### config.mk
export PLATFORM = sky130hd
export DESIGN_NAME = inst_encoder
export DESIGN_NICKNAME = d
export VERILOG_FILES = /design/src/rtl/inst_encoder_pkg.sv /design/src/rtl/imm_range_check.sv /design/src/rtl/inst_encoder.sv
export SDC_FILE = /design/constraint.sdc
export NUM_CORES = 1
export LEC_CHECK = 0
export ABC_CLOCK_PERIOD_IN_PS = 1350
export BUFFER_PORTS_ARGS = -buffer_cell sky130_fd_sc_hd__buf_2
export CORE_ASPECT_RATIO = 0.6
export CORE_MARGIN = 2
export CORE_UTILIZATION = 50
export CTS_BUF_LIST = sky130_fd_sc_hd__clkbuf_8
export DETAILED_ROUTE_END_ITERATION = 16
export GPL_TIMING_DRIVEN = 0
export PLACE_DENSITY = 0.83
export SLEW_MARGIN = 5
export SYNTH_ARGS = -nofsm -noshare
export SYNTH_HDL_FRONTEND = slang
export SYNTH_HIERARCHICAL = 1
export SYNTH_SLANG_ARGS = --single-unit
### constraint.sdc
create_clock -name clk -period 1.35 [get_ports clk]
set_input_delay 0.135 -clock clk [delete_from_list [all_inputs] [get_ports clk]]
set_output_delay 0.135 -clock clk [all_outputs]
set_load 0.01 [all_outputs]
### src/rtl/inst_encoder_pkg.sv
// Shared RV32I encoding definitions: format codes, opcodes,
// the S1 bundle and the instruction word assembler.
package inst_encoder_pkg;

  typedef enum logic [2:0] {
    FMT_R   = 3'd0,
    FMT_I   = 3'd1,
    FMT_ISH = 3'd2,
    FMT_S   = 3'd3,
    FMT_B   = 3'd4,
    FMT_U   = 3'd5,
    FMT_J   = 3'd6,
    FMT_RSV = 3'd7
  } fmt_e;

  localparam logic [31:0] NOP_WORD  = 32'h0000_0013;

  localparam logic [6:0] OP_LUI    = 7'h37;
  localparam logic [6:0] OP_AUIPC  = 7'h17;
  localparam logic [6:0] OP_JAL    = 7'h6f;
  localparam logic [6:0] OP_JALR   = 7'h67;
  localparam logic [6:0] OP_BRANCH = 7'h63;
  localparam logic [6:0] OP_LOAD   = 7'h03;
  localparam logic [6:0] OP_STORE  = 7'h23;
  localparam logic [6:0] OP_IMM    = 7'h13;
  localparam logic [6:0] OP_REG    = 7'h33;

  typedef struct packed {
    fmt_e        fmt;
    logic [6:0]  op;
    logic [2:0]  f3;
    logic [6:0]  f7;
    logic [4:0]  rd;
    logic [4:0]  rs1;
    logic [4:0]  rs2;
    logic [31:0] imm;
    logic        legal;
  } s1_t;

  function automatic logic [31:0] assemble(s1_t s);
    logic [31:0] w;
    w = '0;
    unique case (s.fmt)
      FMT_R:
        w = {s.f7, s.rs2, s.rs1, s.f3, s.rd, s.op};
      FMT_I:
        w = {s.imm[11:0], s.rs1, s.f3, s.rd, s.op};
      FMT_ISH:
        w = {s.f7, s.imm[4:0], s.rs1, s.f3, s.rd, s.op};
      FMT_S:
        w = {s.imm[11:5], s.rs2, s.rs1, s.f3,
             s.imm[4:0], s.op};
      FMT_B:
        w = {s.imm[12], s.imm[10:5], s.rs2, s.rs1, s.f3,
             s.imm[4:1], s.imm[11], s.op};
      FMT_U:
        w = {s.imm[31:12], s.rd, s.op};
      FMT_J:
        w = {s.imm[20], s.imm[10:1], s.imm[11],
             s.imm[19:12], s.rd, s.op};
      FMT_RSV:
        w = '0;
    endcase
    return w;
  endfunction

endpackage

### src/rtl/imm_range_check.sv
// Decides whether an immediate (and shift funct7) is
// representable in the requested instruction format.
module imm_range_check
  import inst_encoder_pkg::*;
(
  input  logic [2:0]  fmt_i,
  input  logic [31:0] imm_i,
  input  logic [6:0]  funct7_i,
  output logic        legal_o
);

  fmt_e fmt;
  assign fmt = fmt_e'(fmt_i);

  always_comb begin
    legal_o = 1'b0;
    unique case (fmt)
      FMT_R:
        legal_o = 1'b1;
      FMT_I, FMT_S:
        legal_o = imm_i[31:12] == {20{imm_i[11]}};
      FMT_ISH:
        legal_o = (imm_i[31:5] == '0) &&
                  ((funct7_i == 7'h00) ||
                   (funct7_i == 7'h20));
      FMT_B:
        legal_o = (imm_i[31:13] == {19{imm_i[12]}}) &&
                  !imm_i[0];
      FMT_U:
        legal_o = imm_i[11:0] == '0;
      FMT_J:
        legal_o = (imm_i[31:21] == {11{imm_i[20]}}) &&
                  !imm_i[0];
      FMT_RSV:
        legal_o = 1'b0;
    endcase
  end

endmodule

### src/rtl/inst_encoder.sv
// Two-stage valid/ready RV32I instruction encoder with
// immediate range check and IMEM address assignment.
module inst_encoder
  import inst_encoder_pkg::*;
#(
  parameter int          ADDR_W    = 16,
  parameter logic [ADDR_W-1:0] BASE_ADDR = '0,
  parameter logic [31:0] NOP_INST  = NOP_WORD
) (
  input  logic              clk,
  input  logic              rst_n,
  input  logic              in_valid,
  output logic              in_ready,
  input  logic [2:0]        in_fmt,
  input  logic [6:0]        in_opcode,
  input  logic [2:0]        in_funct3,
  input  logic [6:0]        in_funct7,
  input  logic [4:0]        in_rd,
  input  logic [4:0]        in_rs1,
  input  logic [4:0]        in_rs2,
  input  logic [31:0]       in_imm,
  input  logic              addr_clr,
  output logic              out_valid,
  input  logic              out_ready,
  output logic [31:0]       out_inst,
  output logic [ADDR_W-1:0] out_addr,
  output logic              out_err,
  output logic [7:0]        err_cnt
);

  logic              legal;
  s1_t               s1_d;
  s1_t               s1_q;
  logic              s1_valid_q;
  logic              s2_adv;
  logic              out_hs;
  logic [31:0]       word_d;
  logic              out_valid_q;
  logic [31:0]       out_inst_q;
  logic              out_err_q;
  logic [ADDR_W-1:0] addr_q;
  logic [7:0]        err_cnt_q;

  imm_range_check u_chk (
    .fmt_i    (in_fmt),
    .imm_i    (in_imm),
    .funct7_i (in_funct7),
    .legal_o  (legal)
  );

  always_comb begin
    s1_d       = '0;
    s1_d.fmt   = fmt_e'(in_fmt);
    s1_d.op    = in_opcode;
    s1_d.f3    = in_funct3;
    s1_d.f7    = in_funct7;
    s1_d.rd    = in_rd;
    s1_d.rs1   = in_rs1;
    s1_d.rs2   = in_rs2;
    s1_d.imm   = in_imm;
    s1_d.legal = legal;
  end

  assign word_d   = s1_q.legal ? assemble(s1_q)
                               : NOP_INST;
  assign s2_adv   = !out_valid_q || out_ready;
  assign in_ready = !s1_valid_q || s2_adv;
  assign out_hs   = out_valid_q && out_ready;

  always_ff @(posedge clk or negedge rst_n) begin
    if (!rst_n) begin
      s1_q        <= '0;
      s1_valid_q  <= 1'b0;
      out_valid_q <= 1'b0;
      out_inst_q  <= '0;
      out_err_q   <= 1'b0;
      addr_q      <= BASE_ADDR;
      err_cnt_q   <= '0;
    end else begin
      if (in_ready) begin
        s1_valid_q <= in_valid;
        if (in_valid) s1_q <= s1_d;
      end
      if (s2_adv) begin
        out_valid_q <= s1_valid_q;
        if (s1_valid_q) begin
          out_inst_q <= word_d;
          out_err_q  <= !s1_q.legal;
        end
      end
      // a clear wins over the increment; the word
      // leaving this cycle already carries the old address
      if (addr_clr)
        addr_q <= BASE_ADDR;
      else if (out_hs)
        addr_q <= addr_q + ADDR_W'(4);
      if (out_hs && out_err_q && (err_cnt_q != 8'hff))
        err_cnt_q <= err_cnt_q + 8'd1;
    end
  end

  assign out_valid = out_valid_q;
  assign out_inst  = out_inst_q;
  assign out_err   = out_err_q;
  assign out_addr  = addr_q;
  assign err_cnt   = err_cnt_q;

endmodule
# Yosys cells after proc, flatten, opt, wreduce, memory -nomap -nowiden
# Index checks and enable logic that the tools add are counted.
totals:
  ff_bits: 127
  word_cells: 63
  out_inout_bits: 59
  inputBits: 72
classes:
  eq_ne: 19
  n_mux: 5
  n_reduce_logical: 22
  n_addsub: 2
op_table:
  columns: ["op", "n"]
  rows:
  - ["case mux 32 bit (8 select lines)", 1]
  - ["2-to-1 mux 16 bit", 2]
  - ["2-to-1 mux 32 bit", 1]
  - ["zero test 27 bit", 1]
  - ["== test 3 bit, second input constant", 8]
  - ["== test 20 bit", 1]
  - ["== test 19 bit", 1]
  - ["adder 16 x 3 -> 16 bit, second input constant", 1]
  - ["== test 3 x 2 -> 1 bit, second input constant", 4]
  - ["zero test 12 bit", 1]
  - ["== test 11 bit", 1]
  - ["adder 8 x 1 -> 8 bit, second input constant", 1]
  - ["inequality test 8 bit, second input constant", 1]
  - ["== test 7 x 6 -> 1 bit, second input constant", 1]
  - ["zero test 7 bit", 1]
  - ["case mux 1 bit (7 select lines)", 1]
  - ["== test 3 x 1 -> 1 bit, second input constant", 2]
  - ["logical AND 1 bit", 6]
  - ["zero test 3 bit", 2]
  - ["zero test 1 bit", 4]
  - ["AND reduction 2 bit", 2]
  - ["logical OR 1 bit", 3]
  - ["nonzero test 2 bit", 1]
  - ["OR reduction 2 bit", 1]

# Longest topological paths before layout
# Gate-level depths: netlist (run 1).
depth:
  ltp_word: 4
  ltp_mapped: 7
  depth_no_buf: 7

# Cells and area by module
# Netlist (run 1), hierarchy kept.
modules_own_cells:
  columns: ["mod", "seq_area_each_um2", "cells_per_inst", "area_each_um2", "instances"]
  rows:
  - ["inst_encoder", 3128.0, 497, 5761.8, 1]
  - ["imm_range_check", 0.0, 46, 295.3, 1]

# Least setup slack after synthesis (run 1)
# OpenSTA, ideal clock, no wires.
synth_path:
  kind: "input port to flip-flop"
  startpoint: "input in_imm[28]"
  endpoint: "register s1_q[0] (netlist bit)"
  t_arrival_ns: 1.423
  t_required_ns: 1.285
  setup_time_ns: 0.065
  path_buffers: 0
  setup_slack_ns: -0.138
  path_stages: 6
  cell_sequence: "or4_4 -> nor4b_2 -> nor3b_1 -> nor4_1 -> a211o_2 -> mux2_2"
synth_between:
  elab_chain_len: 3
  word_cells_on_any_way: 8
  cone_classes: "eq/ne: 3; mux: 1; reduce/logical: 4"
synth_rtl:
  columns: ["element", "line_no", "source"]
  rows:
  - ["from (decl)", "inst_encoder.sv:21", "input logic [31:0] in_imm,"]
  - ["== test 19 bit, or another cell as far along", "imm_range_check.sv:27", "legal_o = (imm_i[31:13] == {19{imm_i[12]}}) &&"]
  - ["logical AND 1 bit (on tied branches)", "imm_range_check.sv:27, imm_range_check.sv:32, imm_range_check.sv:23", null]
  - ["case mux 1 bit (7 select lines) (*)", "imm_range_check.sv:17", "unique case (fmt)"]
  - ["net legal", "inst_encoder.sv:31", "logic legal;"]
  - ["to (signal assigned)", "inst_encoder.sv:72", "s1_q <= '0;"]
  - ["to (signal assigned)", "inst_encoder.sv:82", "if (in_valid) s1_q <= s1_d;"]
  - ["to (decl)", "inst_encoder.sv:33", "s1_t s1_q;"]
# The timed path passes the listed nets; every way through them passes the cells marked *.
# A chain may end at the register's enable or synchronous reset.

# Worst setup path in the final report (run 1)
layout_path:
  startpoint: "register out_valid_q, in the netlist out_valid"
  endpoint: "register s1_q[5] (netlist bit)"
layout_between:
  elab_chain_len: 4
layout_rtl:
  columns: ["element", "line_no", "source"]
  rows:
  - ["from (decl)", "inst_encoder.sv:38", "logic out_valid_q;"]
  - ["from (signal assigned)", "inst_encoder.sv:85", "out_valid_q <= s1_valid_q;"]
  - ["zero test 1 bit", "inst_encoder.sv:66", "assign s2_adv = !out_valid_q || out_ready;"]
  - ["logical OR 1 bit", "inst_encoder.sv:66", null]
  - ["logical OR 1 bit", "inst_encoder.sv:67", "assign in_ready = !s1_valid_q || s2_adv;"]
  - ["AND reduction 2 bit (no line)", null, null]
# No other way between the ends.

==> impl_summary.txt, run 1 <==
----------------------------------------------------
[Floorplan]
  Full die area ... 13000 µm²
  Die Wd ... 146 µm
  Initial standard-cell utilization of the core ... 0.507
  Die boundary height ... 89.3 µm
  Area of the core region ... 11900 µm²
  Std cell rows ... 31
  Total I/O pin count ... 131

[Yosys]
  Cell type contributing the most total cell area after synthesis ... sky130_fd_sc_hd__dfrtp_1
  Synthesized cell area ... 6060 µm²
  Top-area cell type share of the netlist area ... 0.516
  Number of flops mapped to enable cells by yosys ... 0
  Cell count after synthesis ... 543
  Mean post-synth cell area ... 11.2 µm²
  Synth top area cells ... sky130_fd_sc_hd__dfrtp_1 (52%), sky130_fd_sc_hd__mux2_2 (13%), sky130_fd_sc_hd__a21oi_1 (3.0%)
  Post-synthesis cell type count ... 58
  Share of synthesized flip-flops with an asynchronous set or reset ... 1.00
  Register bit count reported by yosys ... 125
  Most instantiated flip-flop cell in the synthesis netlist ... sky130_fd_sc_hd__dfrtp_1
  Share of the yosys chip area belonging to registers ... 0.516
  Yosys warns ... 6

[Clocking]
  Clock tree root buffer cell ... sky130_fd_sc_hd__clkbuf_8
  CTS tree ... yes
  Source-to-sink clock delay at the later pin of the worst-skew pair ... 440 ps
  Number of sinks handled by clock tree synthesis ... 125
  Num CTS Buffers ... 17
  H-tree depth reported by CTS ... 4
  Clock transition at the registers of the reported paths ... 80 ps
  Max Buffers Root-to-Sink ... 2

[Critical path]
  Sort of element at the start of the critical path ... flip-flop
  Endpoint class of the critical path ... flip-flop
  Data required time at the worst endpoint ... 1660 ps
  Critical Path Slowest Stage Cell ... sky130_fd_sc_hd__dfrtp_1
  CP Class ... flip-flop to flip-flop
  Family with the most delay on the worst path ... buffers and inverters
  Total buffers and inverters traversed by the critical path ... 3
  Stage delay of the slowest cell on the critical path ... 370 ps
  CP Data Arrival Time ... 1800 ps
  Series of cell instances along the critical path ... buf_6 > nand3b_4 > nand2_8 > buf_8 > buf_12 > mux2_4
  Critical path peak fanout ... 10

[Layout]
  Diodes inserted ... 0
  Commonest non-fill, non-tap cells in the layout ... sky130_fd_sc_hd__buf_2 (125), sky130_fd_sc_hd__dfrtp_1 (116), sky130_fd_sc_hd__dlygate4sd3_1 (61)
  Non-filler instance count after layout ... 960
  Post-layout net count ... 857
  Summed area of non-filler cells in the final layout ... 8920 µm²
  Layout overhead on the synthesized area ... 47.2%
  Most common cell after layout, fill and taps aside ... sky130_fd_sc_hd__buf_2
  Fraction of final layout cells sized beyond drive strength 1 ... 0.462

[Placed design]
  Placed inst area ... 7110 µm²
  RD Place Congestion ... 0.938
  Detailed placer's ending HPWL ... 12.5 mm
  Placement-stage worst setup slack ... -454 ps
  Number of buffers added on ports ... 126
  Cell total after placement ... 836

[STA]
  Post-route setup TNS ... -6030 ps
  Worst hold margin ... 29.9 ps
  Final count of pins violating max slew ... 0
  Worst slew margin relative to its limit ... 0.580
  Setup Skew ... 13.6 ps
  Unrepaired setup endpoints after global routing ... true
  Final clock period utilization by the worst path ... 1.10
  Worst Slack Setup Final ... -142 ps
  Upper clock frequency limit ... 0.670 GHz
  Pin slew with the least headroom to its limit ... 624 ps
  Final count of hold timing violations ... 0
  Final critical path time including I/O delays and setup ... 1490 ps
  Total setup violations reported at the end of the flow ... 96

[Power]
  Comb power frac ... 0.274
  Maximum vdd ir drop ... 0.704 mV
  Portion of total power attributed to sequential cells ... 0.419
  Power spent charging and discharging nets ... 3.58 mW
  Leak ... 4.08 nW
  Power density over the cells ... 1280 nW/µm²
  Portion of total power attributed to the clock network ... 0.307
  Switching fraction of total power ... 0.313
  Internal power component ... 7.86 mW

[Global routing]
  Initial antenna violation count ... 0
  Global-route wire length before repair ... 28.6 mm
  Via count of the first global-routing pass ... 5337
  Overall routing resource usage ... 0.289
  Total grt overflow ... 0
  Largest net degree at the start of global routing ... 70

[Routing]
  First-pass iteration count of the detailed router ... 5
  Vias post-DR ... 5582
  Post-DR vias/cell ... 5.81
  Post-route ant nets ... 0
  Drc violations ... 0
  Detailed-route wire length per cell ... 20.6 µm
  Detailed router's first-iteration violation count ... 484
  Routed WL ... 19.8 mm

[Run status]
  Violations in the final reports ... negative setup slack
  Status ... finished, violations left

[Job]
  Reported max-cap violation count ... 0

[Min path]
  Worst hold path type ... input port to flip-flop

----------------------------------------------------
power by group through the flow:
| stage | clock [mW] | combinational [mW] | sequential, mW |
|---|---|---|---|
| 6_report | 3.51 | 3.14 | 4.79 |
| 5_1_grt | 3.72 | 3.36 | 4.83 |
| 4_1_cts | 3.52 | 2.61 | 4.68 |
| 3_5_place_dp | 0 | 2.29 | 4.75 |
| 3_3_place_gp | 0 | 2.18 | 4.72 |
| 2_1_floorplan | 0 | 1.42 | 4.71 |
worst register-to-register path, stage by stage (launching register included):
cell                       delay (ps)
sky130_fd_sc_hd__dfrtp_1          370
sky130_fd_sc_hd__buf_6            160
sky130_fd_sc_hd__nand3b_4         120
sky130_fd_sc_hd__nand2_8          110
sky130_fd_sc_hd__buf_8            140
sky130_fd_sc_hd__buf_12           160
sky130_fd_sc_hd__mux2_4           310
sequential cells by signal, summed over array words and instances, names as in the netlist:
signal,cells
err_cnt,8
out_addr,14
out_err,1
out_inst,32
out_valid,1
s1_q,68
s1_valid_q,1
layer usage:
| layer | track usage | share of wire |
|---|---|---|
| met1 | 0.426 | 0.45 |
| met2 | 0.419 | 0.45 |
| met5 | 0 | 0 |
| met4 | 0.0883 | 0.016 |
| met3 | 0.0827 | 0.090 |
path summary, 6_finish.rpt:
path,end,slack [ps],start,cells after the start
setup / recovery,s1_q[5]$_DFFE_PN0P_,-140,out_valid$_DFFE_PN0P_,6
hold / removal,out_addr[3]$_DFFE_PN0N_,30,out_ready,3
setup reg to reg,s1_q[5]$_DFFE_PN0P_,-140,out_valid$_DFFE_PN0P_,6
hold reg to reg,out_inst[18]$_DFFE_PN0P_,480,out_inst[18]$_DFFE_PN0P_,2
max in group asynchronous,s1_q[66]$_DFFE_PN0P_,390,rst_n,3
min in group asynchronous,out_addr[7]$_DFFE_PN0N_,220,rst_n,2
repair_timing:
item / in CTS / in global routing
hold buffers: 61 / 0
buffers inserted: 20 / 9
cloned: 0 / 4
gates resized for setup: 47 / 93
endpoints found under the hold margin: 118 / 0
pin swaps: 7 / 27
endpoints found under the setup margin: 110 / 116
final cells by class:
| class | instances | area (µm²) |
|---|---|---|
| timing repair buffer | 220 | 1590 |
| inverter | 3 | 11.3 |
| clock buffer | 17 | 234 |
| fill | 730 | 3030 |
| clock inverter | 15 | 183 |
| sequential | 125 | 3140 |
| tap | 165 | 206 |
| buffer | 31 | 347 |
| multi-input combinational | 384 | 3210 |
metrics by stage:
| stage | power (mW) | util |
|---|---|---|
| floorplan | 6.13 | - |
| global placement | 6.90 | 0.592 |
| detailed placement | 7.04 | 0.595 |
| CTS | 10.8 | 0.704 |
| global route | 11.9 | 0.746 |
| finish | 11.4 | 0.746 |
logic make-up after synthesis:
logic type,Yosys count,share of synthesized area
AND/OR/NAND/NOR,165,0.145
flip-flops,125,0.516
AO/OA/AOI/OAI,119,0.128
multiplexers,82,0.151
buffers and inverters,36,0.0347
XOR/XNOR,12,0.0174
adder cells (fa/ha/maj),3,0.00620
other,1,0.000619
synthesized netlist by cell type, drive strengths merged, types with 2 or more instances:
cell type and count:
a211oi 6, a21o 2, a21oi 37, a221oi 2, a22o 12, a22oi 13
a2bb2oi 5, a31oi 5, and4 3, buf 28, clkbuf 5, dfrtp 125
ha 3, inv 3, mux2 75, mux2i 7, nand2 39, nand2b 12
nand3 22, nand4 11, nor2 31, nor2b 18, nor3 6, nor3b 2
nor4 9, nor4b 3, o211ai 5, o21a 2, o21ai 23, or3 3
or4 3, xnor2 7, xor2 5
No activity file was read; power rests on OpenSTA's default activity.
==> run 2: changes to the inputs <==
--- a/config.mk
+++ b/config.mk
@@ -13,6 +13,7 @@
 export CTS_BUF_LIST = sky130_fd_sc_hd__clkbuf_8
 export DETAILED_ROUTE_END_ITERATION = 16
 export GPL_TIMING_DRIVEN = 0
+export MAX_ROUTING_LAYER = met4
 export PLACE_DENSITY = 0.83
 export SLEW_MARGIN = 5
 export SYNTH_ARGS = -nofsm -noshare
==> impl_summary.txt, run 2 (synthesized netlist as in run 1, its figures left out) <==
----------------------------------------------------
[Routing]
  Detailed router's first-iteration violation count ... 526 (+8.7%)
  Routed WL ... 20.8 mm (+4.9%)
  Post-DR vias/cell ... 5.96 (+2.4%)
  First-pass iteration count of the detailed router ... 7 (+2)
  Drc violations ... 0 (unchanged)
  Vias post-DR ... 5789 (+3.7%)
  Detailed-route wire length per cell ... 21.4 µm (+3.7%)
  Post-route ant nets ... 0 (unchanged)

[Layout]
  Summed area of non-filler cells in the final layout ... 9170 µm² (+2.8%)
  Most common cell after layout, fill and taps aside ... sky130_fd_sc_hd__buf_2
  Post-Route Utilization ... 0.768 (+0.0213)
  Diodes inserted ... 0 (unchanged)
  Max reg flops ... 68 (unchanged)
  Total of fill cells in the finished design ... 731 (+0.14%)
  Commonest non-fill, non-tap cells in the layout ... sky130_fd_sc_hd__buf_2 (126), sky130_fd_sc_hd__dfrtp_1 (114), sky130_fd_sc_hd__dlygate4sd3_1 (63)
  Layout overhead on the synthesized area ... 51.4%
  Biggest register ... s1_q
  Post-layout net count ... 869 (+1.4%)
  Fraction of final layout cells sized beyond drive strength 1 ... 0.470 (+0.00801)

[Critical path]
  R2R Path Start ... out_addr[2]$_DFFE_PN0N_
  End of the worst register-to-register path ... out_addr[9]$_DFFE_PN0N_
  Sort of element at the start of the critical path ... flip-flop
  Critical Path Slowest Stage Cell ... sky130_fd_sc_hd__dfrtp_2
  Endpoint class of the critical path ... flip-flop
  CP Data Arrival Time ... 1830 ps (+30 ps)
  Total buffers and inverters traversed by the critical path ... 1 (-2)
  Setup slack of the most critical reg-to-reg path ... -150 ps (about the same)
  CP Class ... flip-flop to flip-flop
  Critical path peak fanout ... 6 (-4)
  Series of cell instances along the critical path ... nand4_1 > buf_4 > nor4b_2 > xnor2_1 > nor2_1
  Stage delay of the slowest cell on the critical path ... 430 ps (+60 ps)
  Data required time at the worst endpoint ... 1680 ps (+20 ps)
  Family with the most delay on the worst path ... simple AND/OR/NAND/NOR gates
  Cells on worst reg2reg path ... 5 (-1)

[Power]
  Maximum vdd ir drop ... 0.735 mV (+4.3%)
  Power density over the cells ... 1310 nW/µm² (+2.5%)
  Leak ... 4.23 nW (+3.6%)
  Post-route total power ... 12.1 mW (+5.5%)

[Min path]
  Endpoint of the worst hold-timing path ... s1_q[22]$_DFFE_PN0P_
  HP Start ... in_imm[21]
  Instance count along the most critical hold path ... 2 (-1)
  Worst hold path type ... input port to flip-flop

[Placed design]
  Placed inst area ... 7110 µm² (unchanged)
  Number of buffers added on ports ... 126 (unchanged)
  Placement-stage worst setup slack ... -461 ps (-6.84 ps)
  RD Place Congestion ... 0.934 (-0.37%)
  Detailed placer's ending HPWL ... 12.4 mm (-0.94%)

[Clocking]
  CTS tree ... yes
  Max Buffers Root-to-Sink ... 2 (unchanged)
  Number of sinks handled by clock tree synthesis ... 125 (unchanged)
  Clock transition at the registers of the reported paths ... 80 ps (about the same)
  Source-to-sink clock delay at the later pin of the worst-skew pair ... 450 ps (about the same)
  Num CTS Buffers ... 17 (unchanged)
  Clock tree root buffer cell ... sky130_fd_sc_hd__clkbuf_8
  H-tree depth reported by CTS ... 4 (unchanged)

[Floorplan]
  Full die area ... 13000 µm² (unchanged)
  Total I/O pin count ... 131 (unchanged)
  Std cell rows ... 31 (unchanged)
  Initial standard-cell utilization of the core ... 0.507 (unchanged)
  Area of the core region ... 11900 µm² (unchanged)
  Die Wd ... 146 µm (unchanged)
  Die boundary height ... 89.3 µm (unchanged)

[Global routing]
  Global-route wire length before repair ... 29.2 mm (+2.2%)
  Initial antenna violation count ... 0 (unchanged)
  Via count of the first global-routing pass ... 5342 (+0.094%)
  Total grt overflow ... 0 (unchanged)
  Overall routing resource usage ... 0.306 (+0.0162)
  Largest net degree at the start of global routing ... 99 (+41%)

[STA]
  Worst Slack Setup Final ... -152 ps (-10.8 ps)
  Worst hold margin ... 13.6 ps (-16.3 ps)
  Setup Skew ... 14.6 ps (+1.08 ps)
  Final count of pins violating max slew ... 0 (unchanged)
  Pin slew with the least headroom to its limit ... 726 ps (+102 ps)
  Total setup violations reported at the end of the flow ... 110 (+15%)
  Final count of hold timing violations ... 0 (unchanged)
  Final critical path time including I/O delays and setup ... 1500 ps (+10.8 ps)
  Upper clock frequency limit ... 0.666 GHz (-0.72%)
  Worst slew margin relative to its limit ... 0.512 (-0.0685)
  Final clock period utilization by the worst path ... 1.11 (+0.00797)
  Unrepaired setup endpoints after global routing ... true

[Run status]
  Violations in the final reports ... negative setup slack
  Status ... finished, violations left

[Job]
  Reported max-cap violation count ... 0 (unchanged)

----------------------------------------------------
[run 2: area by class of cell]
class	count	area [µm²]	area share
clock inverter	14	238	0.0259
tap	165	206	0.0225
clock buffer	18	248	0.0270
buffer	31	352	0.0383
inverter	3	11.3	0.00123
sequential	125	3140	0.343
timing repair buffer	232	1710	0.187
multi-input combinational	384	3260	0.356
[run 2: through the flow]
step | TNS, ps | instances
2_1_floorplan | -2510 | 544
3_3_place_gp | -179770 | 835
3_5_place_dp | -8890 | 836
4_1_cts | -3560 | 953
5_1_grt | -11450 | 972
6_report | -6680 | 972
[run 2: repair_timing]
item | in CTS | in global routing
pin swaps | 24 | 22
resized for setup | 85 | 71
gates cloned | 2 | 3
hold buffers | 62 | 1
setup buffers | 22 | 16
endpoints found under the setup margin | 104 | 111
hold endpoints to repair | 188 | 1
[run 2: worst reg2reg max path: cells and delay by family (launching register included)]
family,cells,cell delay (ps)
xor gates and xnor gates,1,160
DFF,1,430
and+or+nand+nor,3,580
buffers and inverters,1,200
[run 2: metal layers]
metal	track usage	share of wire
met5	-	0
met4	0.0936	0.023
met3	0.0827	0.093
met2	0.430	0.44
met1	0.434	0.44
[run 2: power breakdown]
part / internal, mW / total (mW) / switching (mW)
clock network: 2.44 / 4.07 / 1.63
logic: 1.69 / 3.23 / 1.54
registers: 4.25 / 4.76 / 0.510
[run 2: worst max path at each step]
stage	startpoint	endpoint	slack (ps)	depth (start not counted)
after global placement	rst_n	s1_q[66]$_DFFE_PN0P_	-1590	1
after floorplan	in_imm[28]	s1_q[0]$_DFFE_PN0P_	-140	6
after global routing	out_addr[3]$_DFFE_PN0N_	out_addr[9]$_DFFE_PN0N_	-200	5
final	out_addr[2]$_DFFE_PN0N_	out_addr[9]$_DFFE_PN0N_	-150	5
after CTS	out_valid$_DFFE_PN0P_	s1_q[3]$_DFFE_PN0P_	-90	6
after detailed placement	in_imm[28]	s1_q[0]$_DFFE_PN0P_	-460	7
==> run 3: changes to the inputs <==
--- a/config.mk
+++ b/config.mk
@@ -9,12 +9,11 @@
 export BUFFER_PORTS_ARGS = -buffer_cell sky130_fd_sc_hd__buf_2
 export CORE_ASPECT_RATIO = 0.6
 export CORE_MARGIN = 2
-export CORE_UTILIZATION = 50
+export CORE_UTILIZATION = 51
 export CTS_BUF_LIST = sky130_fd_sc_hd__clkbuf_8
 export DETAILED_ROUTE_END_ITERATION = 16
 export GPL_TIMING_DRIVEN = 0
-export MAX_ROUTING_LAYER = met4
-export PLACE_DENSITY = 0.83
+export PLACE_DENSITY = 0.85
 export SLEW_MARGIN = 5
 export SYNTH_ARGS = -nofsm -noshare
 export SYNTH_HDL_FRONTEND = slang
==> impl_summary.txt, run 3 (synthesized netlist as in run 1, its figures left out) <==
----------------------------------------------------
[Run status]
  Status ... finished, violations left
  Violations in the final reports ... negative hold slack, negative setup slack

[Clocking]
  H-tree depth reported by CTS ... 4 (unchanged)
  Max Buffers Root-to-Sink ... 2 (unchanged)
  CTS tree ... yes
  Source-to-sink clock delay at the later pin of the worst-skew pair ... 470 ps (+20 ps)
  Number of sinks handled by clock tree synthesis ... 125 (unchanged)
  Num CTS Buffers ... 17 (unchanged)
  Clock transition at the registers of the reported paths ... 90 ps (about the same)
  Clock tree root buffer cell ... sky130_fd_sc_hd__clkbuf_8

[STA]
  Final count of hold timing violations ... 2 (+2)
  Worst Slack Setup Final ... -228 ps (-75.4 ps)
  Total setup violations reported at the end of the flow ... 114 (+3.6%)
  Worst slew margin relative to its limit ... 0.507 (-0.00462)
  Final count of pins violating max slew ... 0 (unchanged)
  Final clock period utilization by the worst path ... 1.17 (+0.0559)
  Final critical path time including I/O delays and setup ... 1580 ps (+75.4 ps)
  Upper clock frequency limit ... 0.634 GHz (-4.8%)
  Worst hold margin ... -11.9 ps (-25.5 ps)
  Pin slew with the least headroom to its limit ... 733 ps (+6.87 ps)
  Setup Skew ... 18.1 ps (+3.44 ps)
  Unrepaired setup endpoints after global routing ... true
  Post-route setup TNS ... -11890 ps (-5210 ps)

[Power]
  Post-route total power ... 11.8 mW (-1.8%)
  Power density over the cells ... 1290 nW/µm² (-2.2%)
  Maximum vdd ir drop ... 0.848 mV (+15%)
  Leak ... 4.35 nW (+2.8%)

[Routing]
  Post-route ant nets ... 0 (unchanged)
  First-pass iteration count of the detailed router ... 5 (-2)
  Detailed router's first-iteration violation count ... 735 (+40%)
  Post-DR vias/cell ... 6.27 (+5.3%)
  Routed WL ... 23.0 mm (+11%)
  Vias post-DR ... 6048 (+4.5%)
  Drc violations ... 0 (unchanged)
  Detailed-route wire length per cell ... 23.9 µm (+11%)

[Critical path]
  CP Class ... flip-flop to flip-flop
  R2R Path Start ... out_addr[5]$_DFFE_PN0N_
  Sort of element at the start of the critical path ... flip-flop
  Critical path peak fanout ... 6 (unchanged)
  Launch point of the critical path ... out_addr[5]$_DFFE_PN0N_
  Capturing instance or port of the critical path ... out_addr[9]$_DFFE_PN0N_
  Data required time at the worst endpoint ... 1700 ps (+20 ps)
  Setup slack of the most critical reg-to-reg path ... -230 ps (-80 ps)
  CP Data Arrival Time ... 1920 ps (+90 ps)
  Endpoint class of the critical path ... flip-flop
  End of the worst register-to-register path ... out_addr[9]$_DFFE_PN0N_
  Cells on worst reg2reg path ... 5 (unchanged)

[Placed design]
  Number of buffers added on ports ... 126 (unchanged)
  RD Place Congestion ... 0.904 (-3.2%)
  Placed inst area ... 7100 µm² (about the same)
  Detailed placer's ending HPWL ... 12.5 mm (+0.87%)
  Placement-stage worst setup slack ... -415 ps (+45.9 ps)

[Global routing]
  Via count of the first global-routing pass ... 5711 (+6.9%)
  Largest net degree at the start of global routing ... 70 (-29%)
  Total grt overflow ... 0 (unchanged)
  Overall routing resource usage ... 0.327 (+0.0216)
  Global-route wire length before repair ... 30.9 mm (+5.7%)
  Initial antenna violation count ... 0 (unchanged)

[Floorplan]
  Std cell rows ... 30 (-3.2%)
  Die boundary height ... 88.4 µm (-0.94%)
  Die Wd ... 145 µm (-0.96%)
  Initial standard-cell utilization of the core ... 0.529 (+0.0221)
  Total I/O pin count ... 131 (unchanged)
  Full die area ... 12800 µm² (-1.9%)
  Area of the core region ... 11400 µm² (-4.2%)

[Layout]
  Post-layout net count ... 866 (-0.35%)
  Diodes inserted ... 0 (unchanged)
  Most common cell after layout, fill and taps aside ... sky130_fd_sc_hd__buf_2
  Fraction of final layout cells sized beyond drive strength 1 ... 0.463 (-0.00695)
  Multi-input logic area ... 3300 µm² (+1.2%)
  Max reg flops ... 68 (unchanged)
  Summed area of non-filler cells in the final layout ... 9210 µm² (+0.37%)
  Total of fill cells in the finished design ... 593 (-19%)
  Storage cell area ... 3140 µm² (-0.12%)
  Commonest non-fill, non-tap cells in the layout ... sky130_fd_sc_hd__buf_2 (124), sky130_fd_sc_hd__dfrtp_1 (117), sky130_fd_sc_hd__mux2_4 (72)
  Biggest register ... s1_q
  Layout overhead on the synthesized area ... 52.0%

[Job]
  Reported max-cap violation count ... 0 (unchanged)

[Min path]
  Worst hold path type ... input port to flip-flop

----------------------------------------------------
run 3: worst min-delay path by stage:
stage | startpoint | endpoint | slack (ps) | depth (start not counted)
floorplan | rst_n | err_cnt[0]$_DFFE_PN0P_ | -160 | 0
global placement | in_rs1[0] | s1_q[38]$_DFFE_PN0P_ | 370 | 2
detailed placement | rst_n | s1_q[46]$_DFFE_PN0P_ | 130 | 1
CTS | addr_clr | out_addr[12]$_DFFE_PN0N_ | -50 | 2
global route | addr_clr | out_addr[12]$_DFFE_PN0N_ | -20 | 2
finish | addr_clr | out_addr[12]$_DFFE_PN0N_ | -10 | 2
run 3: stage by stage:
stage | hold slack [ps] | cells | util
2_1_floorplan | -161 | 544 | -
3_3_place_gp | 367 | 830 | 0.618
3_5_place_dp | 132 | 831 | 0.621
4_1_cts | -53.5 | 951 | 0.770
5_1_grt | -19.9 | 964 | 0.804
6_report | -11.9 | 964 | 0.804
run 3: cell type report:
cell class | count | area share
repair buffers | 229 | 0.192
clock inverters | 13 | 0.0188
inverters | 3 | 0.00122
well taps | 160 | 0.0217
clock buffers | 19 | 0.0284
multi-input cells | 384 | 0.358
plain buffers | 31 | 0.0389
flip-flops and latches | 125 | 0.341
run 3: report_power, final:
group	internal, mW	switching, mW	leakage, nW	total, mW
Clock	2.09	1.65	0.228	3.73
Sequential	4.24	0.542	1.54	4.79
Combinational	1.73	1.59	2.58	3.32
run 3: metal layers:
layer / wire length, µm / GRT usage / part of all wire / vias up
met2: 10000 / 0.487 / 0.44 / 507
met4: 1060 / 0.143 / 0.046 / 0
met5: 0 / 0 / 0 / -
met1: 9270 / 0.455 / 0.40 / 2941
met3: 2630 / 0.0904 / 0.11 / 108
li1: - / - / - / 2492
run 3: repair_timing:
action / CTS / global route
endpoints found under the hold margin: 118 / 0
endpoints found under the setup margin: 111 / 122
pin swaps: 16 / 30
buffers inserted: 28 / 9
cloned: 2 / 5
hold buffers: 60 / 0
gates resized for setup: 124 / 55
run 3: worst max-delay path, cell delays in order (launching register included):
cell and delay [ps]:
sky130_fd_sc_hd__dfrtp_2 460, sky130_fd_sc_hd__nand4_1 180, sky130_fd_sc_hd__buf_4 210, sky130_fd_sc_hd__nor4b_4 360, sky130_fd_sc_hd__xnor2_1 180, sky130_fd_sc_hd__nor2_1 70
